===== config.mk =====
export PLATFORM = sky130hd
export DESIGN_NAME = fetch_pc_unit
export DESIGN_NICKNAME = d
export VERILOG_FILES = /design/src/rtl/cpu_pkg.sv /design/src/rtl/fetch_pc_unit_adder.sv /design/src/rtl/fetch_pc_unit.sv
export SDC_FILE = /design/constraint.sdc
export NUM_CORES = 1
export LEC_CHECK = 0
export ABC_AREA = 0
export CORE_ASPECT_RATIO = 2
export CORE_MARGIN = 3
export CORE_UTILIZATION = 45
export CTS_BUF_LIST = sky130_fd_sc_hd__clkbuf_2 sky130_fd_sc_hd__clkbuf_4 sky130_fd_sc_hd__clkbuf_8
export CTS_CLUSTER_DIAMETER = 60
export DETAILED_ROUTE_END_ITERATION = 8
export GPL_ROUTABILITY_DRIVEN = 0
export GPL_TIMING_DRIVEN = 0
export HOLD_SLACK_MARGIN = 0.05
export PLACE_DENSITY = 0.77
export SYNTH_ARGS = -nofsm -noshare
export SYNTH_HDL_FRONTEND = slang
export SYNTH_SLANG_ARGS = --single-unit

===== constraint.sdc =====
create_clock -name clk -period 8.9 [get_ports clk]
set_clock_uncertainty 0.05 [all_clocks]
set_input_delay 1.335 -clock clk [delete_from_list [all_inputs] [get_ports clk]]
set_output_delay 1.335 -clock clk [all_outputs]
set_load 0.03 [all_outputs]

===== src/rtl/cpu_pkg.sv =====
// Shared CPU datapath constants and the fetch-stage state encoding.
package cpu_pkg;

  localparam int unsigned   XLEN             = 32;
  localparam logic [31:0]   RESET_PC_DEFAULT = 32'h0000_0000;
  localparam int unsigned   INSTR_BYTES      = 4;
  localparam logic [31:0]   NOP_INSTR        = 32'h0000_0013;

  typedef enum logic [1:0] {
    FETCH_IDLE = 2'd0,
    FETCH_REQ  = 2'd1,
    FETCH_WAIT = 2'd2,
    FETCH_HOLD = 2'd3
  } fetch_state_e;

endpackage


===== src/rtl/fetch_pc_unit_adder.sv =====
// Ripple-carry adder; the final carry is dropped so the sum wraps modulo 2^n.
module fetch_pc_unit_adder #(
  parameter int unsigned n = 32
) (
  input  logic [n-1:0] a,
  input  logic [n-1:0] b,
  output logic [n-1:0] sum
);

  logic carry;

  always_comb begin
    carry = 1'b0;
    sum   = '0;
    for (int i = 0; i < int'(n); i++) begin
      sum[i] = a[i] ^ b[i] ^ carry;
      carry  = (a[i] & b[i]) | (carry & (a[i] ^ b[i]));
    end
  end

endmodule


===== src/rtl/fetch_pc_unit.sv =====
// Instruction-fetch stage: owns the PC, issues one imem request at a time and
// hands each instruction to decode over a valid/ready handshake.
module fetch_pc_unit
  import cpu_pkg::*;
#(
  parameter int unsigned    N        = 32,
  parameter logic [N-1:0]   RESET_PC = N'(RESET_PC_DEFAULT)
) (
  input  logic          clk,
  input  logic          rst_n,
  input  logic          redirect_valid,
  input  logic [N-1:0]  redirect_pc,
  output logic          imem_req,
  output logic [N-1:0]  imem_addr,
  input  logic          imem_rvalid,
  input  logic [31:0]   imem_rdata,
  output logic          if_valid,
  input  logic          if_ready,
  output logic [N-1:0]  if_pc,
  output logic [31:0]   if_instr
);

  fetch_state_e state_q, state_d;
  logic [N-1:0] pc_q, pc_d;
  logic         squash_q, squash_d;
  logic         capture;
  logic [N-1:0] pc_plus4;
  logic [N-1:0] redirect_aligned;
  logic [N-1:0] if_pc_q;
  logic [31:0]  if_instr_q;

  fetch_pc_unit_adder #(
    .n (N)
  ) u_pc_adder (
    .a   (pc_q),
    .b   (N'(INSTR_BYTES)),
    .sum (pc_plus4)
  );

  assign redirect_aligned = redirect_pc & ~(N'(INSTR_BYTES - 1));

  // Next-state, PC/squash update and state-decoded outputs.
  always_comb begin
    state_d   = state_q;
    pc_d      = pc_q;
    squash_d  = squash_q;
    capture   = 1'b0;
    imem_req  = 1'b0;
    imem_addr = '0;
    if_valid  = 1'b0;

    unique case (state_q)
      FETCH_IDLE: state_d = FETCH_REQ;
      FETCH_REQ: begin
        imem_req  = 1'b1;
        imem_addr = pc_q;
        state_d   = FETCH_WAIT;
        if (redirect_valid) squash_d = 1'b1;
      end
      FETCH_WAIT: begin
        if (redirect_valid) begin
          if (imem_rvalid) begin
            squash_d = 1'b0;
            state_d  = FETCH_REQ;
          end else begin
            squash_d = 1'b1;
          end
        end else if (imem_rvalid) begin
          if (squash_q) begin
            squash_d = 1'b0;
            state_d  = FETCH_REQ;
          end else begin
            capture = 1'b1;
            pc_d    = pc_plus4;
            state_d = FETCH_HOLD;
          end
        end
      end
      FETCH_HOLD: begin
        if_valid = 1'b1;
        if (redirect_valid || if_ready) state_d = FETCH_REQ;
      end
      default: state_d = FETCH_IDLE;
    endcase

    // A redirect always retargets the PC, whatever else happens this cycle.
    if (redirect_valid) pc_d = redirect_aligned;
  end

  always_ff @(posedge clk) begin
    if (!rst_n) begin
      state_q    <= FETCH_IDLE;
      pc_q       <= RESET_PC;
      squash_q   <= 1'b0;
      if_pc_q    <= '0;
      if_instr_q <= '0;
    end else begin
      state_q  <= state_d;
      pc_q     <= pc_d;
      squash_q <= squash_d;
      if (capture) begin
        if_pc_q    <= pc_q;
        if_instr_q <= imem_rdata;
      end
    end
  end

  assign if_pc    = if_pc_q;
  assign if_instr = if_instr_q;

endmodule


# Word level (Yosys, flattened, before mapping)
# Cells that the tools add are included.
[totals] in_bits=69 register_bits=95 out_inout_bits=98
[op_classes] n_bitwise=58 muxes=22 n_reduce_logical=8 n_eq_ne=8
[ops] op="32-bit two-way mux" count=5
[ops] op="1-bit bitwise XOR" count=29
[ops] op="1-bit bitwise AND" count=28
[ops] op="1-bit two-way mux" count=10
[ops] op="2-bit two-way mux" count=5
[ops] op="2-bit inequality test (second input constant)" count=4
[ops] op="2-bit case mux with 4 select lines" count=1
[ops] op="3-bit AND reduction" count=2
[ops] op="2-bit nonzero test" count=3
[ops] op="2-bit == test (second input constant)" count=2
[ops] op="3-bit inequality test (second input constant)" count=1
[ops] op="2-bit by 1-bit == test with 1-bit output (second input constant)" count=1
[ops] op="2-bit zero test" count=1
[ops] op="1-bit case mux with 2 select lines" count=1
[ops] op="2-bit AND reduction" count=1
[ops] op="1-bit logical OR" count=1
[ops] op="1-bit NOT" count=1

# Depth between registers and ports, before layout
# Gate-level depths: netlist of run 1.
[logic_depth] depth_word=33 depth_mapped=30 ltp_nobuf=30

# Modules after synthesis
# A second synthesis of run 1 with hierarchy kept.
[unflattened] cells_unflattened=565 hier_area_um2=4769.6
[modules_own_cells] mod="fetch_pc_unit" area_per_inst_um2=4113.9 cells_each=528 instances=1
[modules_own_cells] mod="fetch_pc_unit_adder" area_per_inst_um2=655.6 cells_each=37 instances=1

# Worst setup path before layout of run 1
# OpenSTA, ideal clock, no wires.
[synth_path] kind="register to register" from="reg pc_q[2]" to="reg pc_q[31]" required_time_ns=8.772 arrival_ns=5.476 path_slack_ns=3.296 n_path_buf=0 stages_incl_launch_ff=31 path_cell_list="dfxtp_1 ha_1 ha_1 ha_1 ha_1 ha_1 ha_1 ha_1 ha_1 ha_1 ha_1 ha_1 ha_1 ha_1 ha_1 ha_1 ha_1 ha_1 ha_1 ha_1 ha_1 ha_1 ha_1 ha_1 ha_1 ha_1 ha_1 ha_1 ha_1 and4_1 nor3_1"
[synth_between] elab_chain_cells=33
[synth_rtl] element="start, declared" line_no="fetch_pc_unit.sv:24" source="logic [N-1:0] pc_q, pc_d;"
[synth_rtl] element="start signal, assigned" line_no="fetch_pc_unit.sv:99" source="pc_q <= pc_d;"
[synth_rtl] element="1-bit bitwise AND (28 in a row)" line_no="fetch_pc_unit_adder.sv:17" source="carry = (a[i] & b[i]) | (carry & (a[i] ^ b[i]));"
[synth_rtl] element="1-bit bitwise XOR" line_no="fetch_pc_unit_adder.sv:16" source="sum[i] = a[i] ^ b[i] ^ carry;"
[synth_rtl] element="32-bit two-way mux" line_no="fetch_pc_unit.sv:69" source="if (squash_q) begin"
[synth_rtl] element="32-bit two-way mux" line_no="fetch_pc_unit.sv:68" source="end else if (imem_rvalid) begin"
[synth_rtl] element="32-bit two-way mux" line_no="fetch_pc_unit.sv:52" source="unique case (state_q)"
[synth_rtl] element="32-bit two-way mux" line_no="fetch_pc_unit.sv:87" source="if (redirect_valid) pc_d = redirect_aligned;"
# Every way passes these cells. The select of a mux whose other input is x is not followed.
# A chain may end at the register's enable or synchronous reset.

# Worst setup path in the final report of run 1
# Ends and elaborated chain as after synthesis.

==> results.md, run 1 <==
* Leak Pwr at 2.53 nW
* Largest area contributor in the netlist: dfxtp_1
* XOR/XNOR Fraction of Synth Area at 0%
* Crit path to: pc_q[31]$_SDFFE_PN0P_
* Seq/Total Area, Yosys at approximately two fifths
* Peak supply drop at 0.0987 mV
* Final WL at 14400 microns
* CP max stage delay at 0.38 ns
* DRT Pass-1 Iters at 4
* Outcome: complete, no violations
* Total negative slack at 0 ns
* Core Box Area at between 10000 and 15000 sq um
* Clock slew at reported path FFs at 0.09 ns
* Largest family of logic cells by synthesized area: simple AND/OR/NAND/NOR gates
* Max cap viols at 0
* Worst setup path start: pc_q[2]$_SDFFE_PN0P_
* CTS tree: done
* Post-CTS Setup Inserts at 0
* Clock Tree Buf Depth at 2
* Syn Inst Count at 534
* Vert. Die Dim at between 150 and 200 microns
* Die width at 79.2 microns
* Worst rel slew slack at ~62%
* CTS buffer count at 9
* Crit end category: flop
* Post-route ant nets at 0
* RSZ-0062 raised after global routing: no
* Pre-CTS setup slack at approximately 2.9 ns
* Fraction of registers with async set/reset at 0%
* Largest net degree at the start of global routing at 16
* I/O pins at 167
* Power Density at about 130 nW/um^2
* Top cells by area, synth: dfxtp_1 39%, nand3_2 10%, nand2_1 9.3%
* Reg2reg start: pc_q[2]$_SDFFE_PN0P_
* Clock root cell: clkbuf_8
* WP data arrival at 6.33 ns
* Post-synth top area share at 39.5%
* Grt ovf at 0
* Rows at 52
* DRT iter0 DRCs at 173
* Critical Path RT at 9.14 ns
* Mapped Area at 4820 sq um
* Final period utilization at 68.5%
* Syn avg cell area at 9.02 sq um
* Layout cells sized above 1 at a little over 20%
* Residual DRC at 0
* Worst setup SP type: flop
* Slew Limit Fails at 0
* Die area at 12100 sq um
* Synth Area in Simple Gates at a little over a quarter
* Tot GR Track Use at 24.2%
* H-tree depth at 3
* Minimum clock period at a little over 6 ns
* Initial Utilization at 46.9%
* Reg2reg path depth at 30
* Overall Power at 0.000861 W
* Adder-cell share of the synthesized area at 8.31%
* Post-cts resize count at 0
* CP max FO at 5
* Most frequent cells in the layout: 160 x clkdlybuf4s50_1, 119 x nand2_1, 95 x dfxtp_1
* Worst-Margin Slew at between 0.5 and 0.6 ns
* Final Non-Filler Cells at 848
* Critical path class: reg -> reg
* Post-synthesis mux area share at 0%
* Slowest-stage cell, CP: dfxtp_1
* Post-DR vias/cell at 5.31
* Fmax at 0.164 GHz
* Clk_lat worst skew at 0.37 ns
* Initial antenna violation count at 0
* Hold_buf cts at 0
* Vias in the first global route at 4653
* Fin nets at 809
* Detailed placement HPWL at 11200 microns
* Ys flop type: dfxtp_1
* Clk sinks at 95
* Placed cells at between 800 and 900
* Yosys Warn Count at 0
* IO buf count at 160
* Leading cell type in the layout, fill and taps excluded: clkdlybuf4s50_1
* Synthesized flop and latch total at between 90 and 100
* R2R setup slack at about 2.8 ns
* Synth Area in Compound Gates at 18.5%
* Final setup viols at 0
* Post-synth EDFFs at 0
* Design area at 6780 sq um
* P&R area growth vs syn at 40.8%
* Worst Hold Class: reg -> reg
* Dpl cell area at 6600 sq um
* Worst setup slack after layout at 2.81 ns
* First-pass GRT wire length at 23100 microns
* Antenna Cells at 0
* Via count at approximately 4500
* RR Endpoint: pc_q[31]$_SDFFE_PN0P_
* Cell variety after synth at 31
* Most used cell along the critical path: ha_1
* Wire per inst at roughly 17 microns
* Fin. Hold Viols at 0
[worst min path at each step]
| stage | endpoint | startpoint | depth (start not counted) |
|---|---|---|---|
| 3_5_place_dp | if_instr[17]$_SDFFE_PN0P_ | if_instr[17]$_SDFFE_PN0P_ | 2 |
| 2_1_floorplan | squash_q$_SDFFE_PN0P_ | squash_q$_SDFFE_PN0P_ | 2 |
| 5_1_grt | if_instr[17]$_SDFFE_PN0P_ | if_instr[17]$_SDFFE_PN0P_ | 2 |
| 6_report | if_instr[17]$_SDFFE_PN0P_ | if_instr[17]$_SDFFE_PN0P_ | 2 |
| 4_1_cts | if_instr[17]$_SDFFE_PN0P_ | if_instr[17]$_SDFFE_PN0P_ | 2 |
| 3_3_place_gp | if_pc[31]$_SDFFE_PN0P_ | if_pc[31]$_SDFFE_PN0P_ | 2 |
[routing by layer]
layer	global-route usage (%)	share of wire (%)	wire length [microns]	vias up
met1	25.1	36	5190	2155
met2	46.7	57	8160	146
met4	8.61	2.2	321	0
li1	-	-	-	2180
met3	4.14	5.1	729	21
met5	0	0	0	-
[synth_stat cells (2+ instances only)]
cell / n
a31oi_1: 29
and2_1: 30
buf_12: 6
buf_2: 20
buf_4: 5
clkbuf_1: 18
dfxtp_1: 95
ha_1: 32
inv_1: 5
nand2_1: 119
nand3_1: 14
nand3_2: 48
nor3_1: 2
o21ai_0: 45
o21ai_2: 50
[worst max-delay path: cells and delay by family, from the launching register on]
family	cells	cell delay, ns
fa+ha+maj	28	5.27
flops	1	0.38
simple gates	2	0.34
[kinds of logic (layout without fill, tap and decap cells)]
family,after synthesis,in the layout
compound gates,130,130
simple gates,221,221
other cells,1,4
flops,95,95
fa+ha+maj,32,32
buf+inv,55,231
[stage by stage]
stage	utilization, %	hold WS (ns)
3_5_place_dp	64.2	0.400
4_1_cts	66.0	0.413
3_3_place_gp	64.2	0.395
5_1_grt	66.0	0.427
6_report	66.0	0.411
2_1_floorplan	-	0.405
[power breakdown]
part	leakage [nW]	switching, W	internal [W]
clock network	0.0857	0.000153	0.000116
logic	1.67	0.0000770	0.0000640
registers	0.774	0.0000140	0.000437
[sequential cells by signal (all words and copies together), names as in the netlist]
signal,cells
state_q,2
if_instr,32
pc_q,30
if_pc,30
squash_q,1
[area by class of cell]
| class | count | area (sq um) |
|---|---|---|
| fill | 901 | 3500 |
| multi-input combinational | 387 | 2570 |
| sequential | 95 | 1900 |
| timing repair buffer | 160 | 1600 |
| buffer | 50 | 337 |
| tap | 135 | 169 |
| clock buffer | 12 | 153 |
| clock inverter | 4 | 31.3 |
| inverter | 5 | 18.8 |
Note: power is estimated with default switching activity, not from simulation.
==> run 2, diff against run 1 <==
CORE_UTILIZATION = 42   (was 45)
PLACE_DENSITY = 0.75   (was 0.77)
clock period = 5.1 ns   (was 8.9 ns; I/O delays follow)
==> results.md, run 2 (synthesis gave the netlist of run 1 again) <==
* Outcome: finished, violations left
* Failing checks: setup timing
* Rows at 54 (+3.8%)
* Layout cells sized above 1 at 25.4% (+4.8 points)
* Hold_buf cts at 0 (unchanged)
* Initial antenna violation count at 0 (unchanged)
* DRT iter0 DRCs at 128 (-26%)
* Wire per inst at 16.9 microns (-0.38%)
* P&R area growth vs syn at 49.4%
* WHS at 0.409 ns (-0.00164 ns)
* Reg2reg path depth at 30 (unchanged)
* Design area at 7200 sq um (+6.1%)
* Worst Hold Class: reg -> reg
* Worst-Margin Slew at 0.556 ns (-0.0120 ns)
* Core Box Area at 11100 sq um (+7.8%)
* Fin. Hold Viols at 0 (unchanged)
* WP data arrival at 5.44 ns (-0.89 ns)
* Power Density at 219 nW/um^2 (+72%)
* Tot GR Track Use at 22.9% (-1.3 points)
* Final period utilization at 102% (+34 points)
* CTS buffer count at 9 (unchanged)
* Post-DR vias/cell at 5.23 (-1.4%)
* Critical Path RT at 5.34 ns (-3.80 ns)
* Fmax at 0.192 GHz (+17%)
* Via count at 4465 (-0.82%)
* Slew Limit Fails at 0 (unchanged)
* Internal Pwr Total at 0.00116 W (+87%)
* Max reg flops at 32 (unchanged)
* Clock Power Share at 33.4% (+2.2 points)
* Worst setup path start: pc_q[3]$_SDFFE_PN0P_
* Vias in the first global route at 4650 (-0.064%)
* Peak supply drop at 0.136 mV (+38%)
* Clk_lat worst skew at 0.36 ns (about the same)
* IO buf count at 160 (unchanged)
* Max cap viols at 0 (unchanged)
* Crit end category: flop
* Grt ovf at 0 (unchanged)
* Leak Pwr at 2.50 nW (-1.1%)
* Fin nets at 811 (+0.25%)
* Minimum clock period at 5.21 ns (-0.885 ns)
* Die area at 12900 sq um (+6.7%)
* Clock root cell: clkbuf_8
* Largest net degree at the start of global routing at 15 (-1)
* Most used cell along the critical path: ha_4
* Die width at 81.7 microns (+3.2%)
* Final WL at 14400 microns (+0.21%)
* R2R setup slack at -0.11 ns (-2.92 ns)
* Crit path to: pc_q[31]$_SDFFE_PN0P_
* Sw Pwr at 0.000418 W (+72%)
* Switching share of power at 26.6% (-1.7 points)
* Residual DRC at 0 (unchanged)
* I/O pins at 167 (unchanged)
* Initial Utilization at 43.5% (-3.4 points)
* Clk sinks at 95 (unchanged)
* Slowest-stage cell, CP: dfxtp_4
* RSZ-0062 raised after global routing: yes
* RR Endpoint: pc_q[31]$_SDFFE_PN0P_
* CTS tree: done
* Final setup viols at 2 (+2)
* Vert. Die Dim at 157 microns (+3.4%)
* Worst setup slack after layout at -0.108 ns (-2.92 ns)
* Final Util at 65.0% (-1.0 points)
* DRT Pass-1 Iters at 4 (unchanged)
* Critical path class: reg -> reg
* Overall Power at 0.00158 W (+83%)
* H-tree depth at 3 (unchanged)
* First-pass GRT wire length at 22600 microns (-2.4%)
* Reg2reg start: pc_q[3]$_SDFFE_PN0P_
* CP max stage delay at 0.37 ns (about the same)
* Detailed placement HPWL at 11300 microns (+0.83%)
* Dpl cell area at 6810 sq um (+3.1%)
* Most frequent cells in the layout: 160 x clkdlybuf4s50_1, 117 x nand2_1, 93 x dfxtp_1
* CP max FO at 2 (-3)
* Sequential Power Share at 50.4% (-2.0 points)
* Antenna Cells at 0 (unchanged)
* Leading cell type in the layout, fill and taps excluded: clkdlybuf4s50_1
* Worst setup SP type: flop
* Hold_sp: if_pc[25]$_SDFFE_PN0P_
* Clock slew at reported path FFs at 0.09 ns (about the same)
* Worst rel slew slack at 62.9% (+0.80 points)
* Combinational fraction of design power at 16.2% (-0.2 points)
* Post-route ant nets at 0 (unchanged)
* Clock Tree Buf Depth at 2 (unchanged)
[run 2: changes by cell type in the layout (fill, tap and decap cells not counted), moves of 2 or more]
cell        delta
buf_4          +2
bufinv_16      +2
clkinvlp_4     -2
dfxtp_1        -2
dfxtp_4        +2
ha_1          -28
ha_4          +28
nand2_1        -2
nand2_2        +2
[run 2: repair_timing]
action,CTS,global route
setup buffers,2,0
setup endpoints to repair,3,3
pin swaps,1,4
gates resized for setup,19,3
[run 2: worst min-delay path by stage]
stage                           endpoint  slack (ns)  cells past startpoint
6_report          if_pc[25]$_SDFFE_PN0P_        0.41                      2
5_1_grt        if_instr[16]$_SDFFE_PN0P_        0.43                      2
4_1_cts           if_pc[25]$_SDFFE_PN0P_        0.41                      2
3_5_place_dp      if_pc[25]$_SDFFE_PN0P_        0.40                      2
3_3_place_gp   if_instr[26]$_SDFFE_PN0P_        0.40                      2
2_1_floorplan       pc_q[2]$_SDFFE_PN0P_        0.40                      1
[run 2: power groups by stage]
stage | sequential, W | clock [W] | combinational, W
after global placement | 0.000807 | 0 | 0.000243
after CTS | 0.000794 | 0.000541 | 0.000255
after detailed placement | 0.000809 | 0 | 0.000249
after global routing | 0.000797 | 0.000567 | 0.000277
final | 0.000794 | 0.000526 | 0.000255
after floorplan | 0.000806 | 0 | 0.000124
[run 2: per-layer routing]
| metal | global-route usage, % | share of wire [%] | vias up |
|---|---|---|---|
| met3 | 4.24 | 5.4 | 24 |
| met4 | 10.6 | 2.3 | 0 |
| met2 | 43.7 | 57 | 149 |
| met1 | 22.6 | 35 | 2102 |
| met5 | 0 | 0 | - |
| li1 | - | - | 2190 |
[run 2: per-stage QoR]
stage,setup WS [ns],TNS (ns),std cells
6_report,-0.108,-0.180,853
5_1_grt,-0.209,-0.412,853
4_1_cts,-0.0506,-0.101,853
3_5_place_dp,-0.283,-0.600,837
3_3_place_gp,-0.224,-0.439,837
2_1_floorplan,0.00563,0,537
[run 2: worst max-delay path: cells and delay by family (launching register included)]
family / cells / cell delay (ns)
fa+ha+maj: 28 / 4.37
simple gates: 2 / 0.33
flops: 1 / 0.37
[run 2: layout make-up]
class                      count  area, sq um
fill                         932         3880
sequential                    95         1910
timing repair buffer         162         1620
buffer                        50          337
clock buffer                  10          131
tap                          140          175
multi-input combinational    387         2940
clock inverter                 4         72.6
inverter                       5         18.8
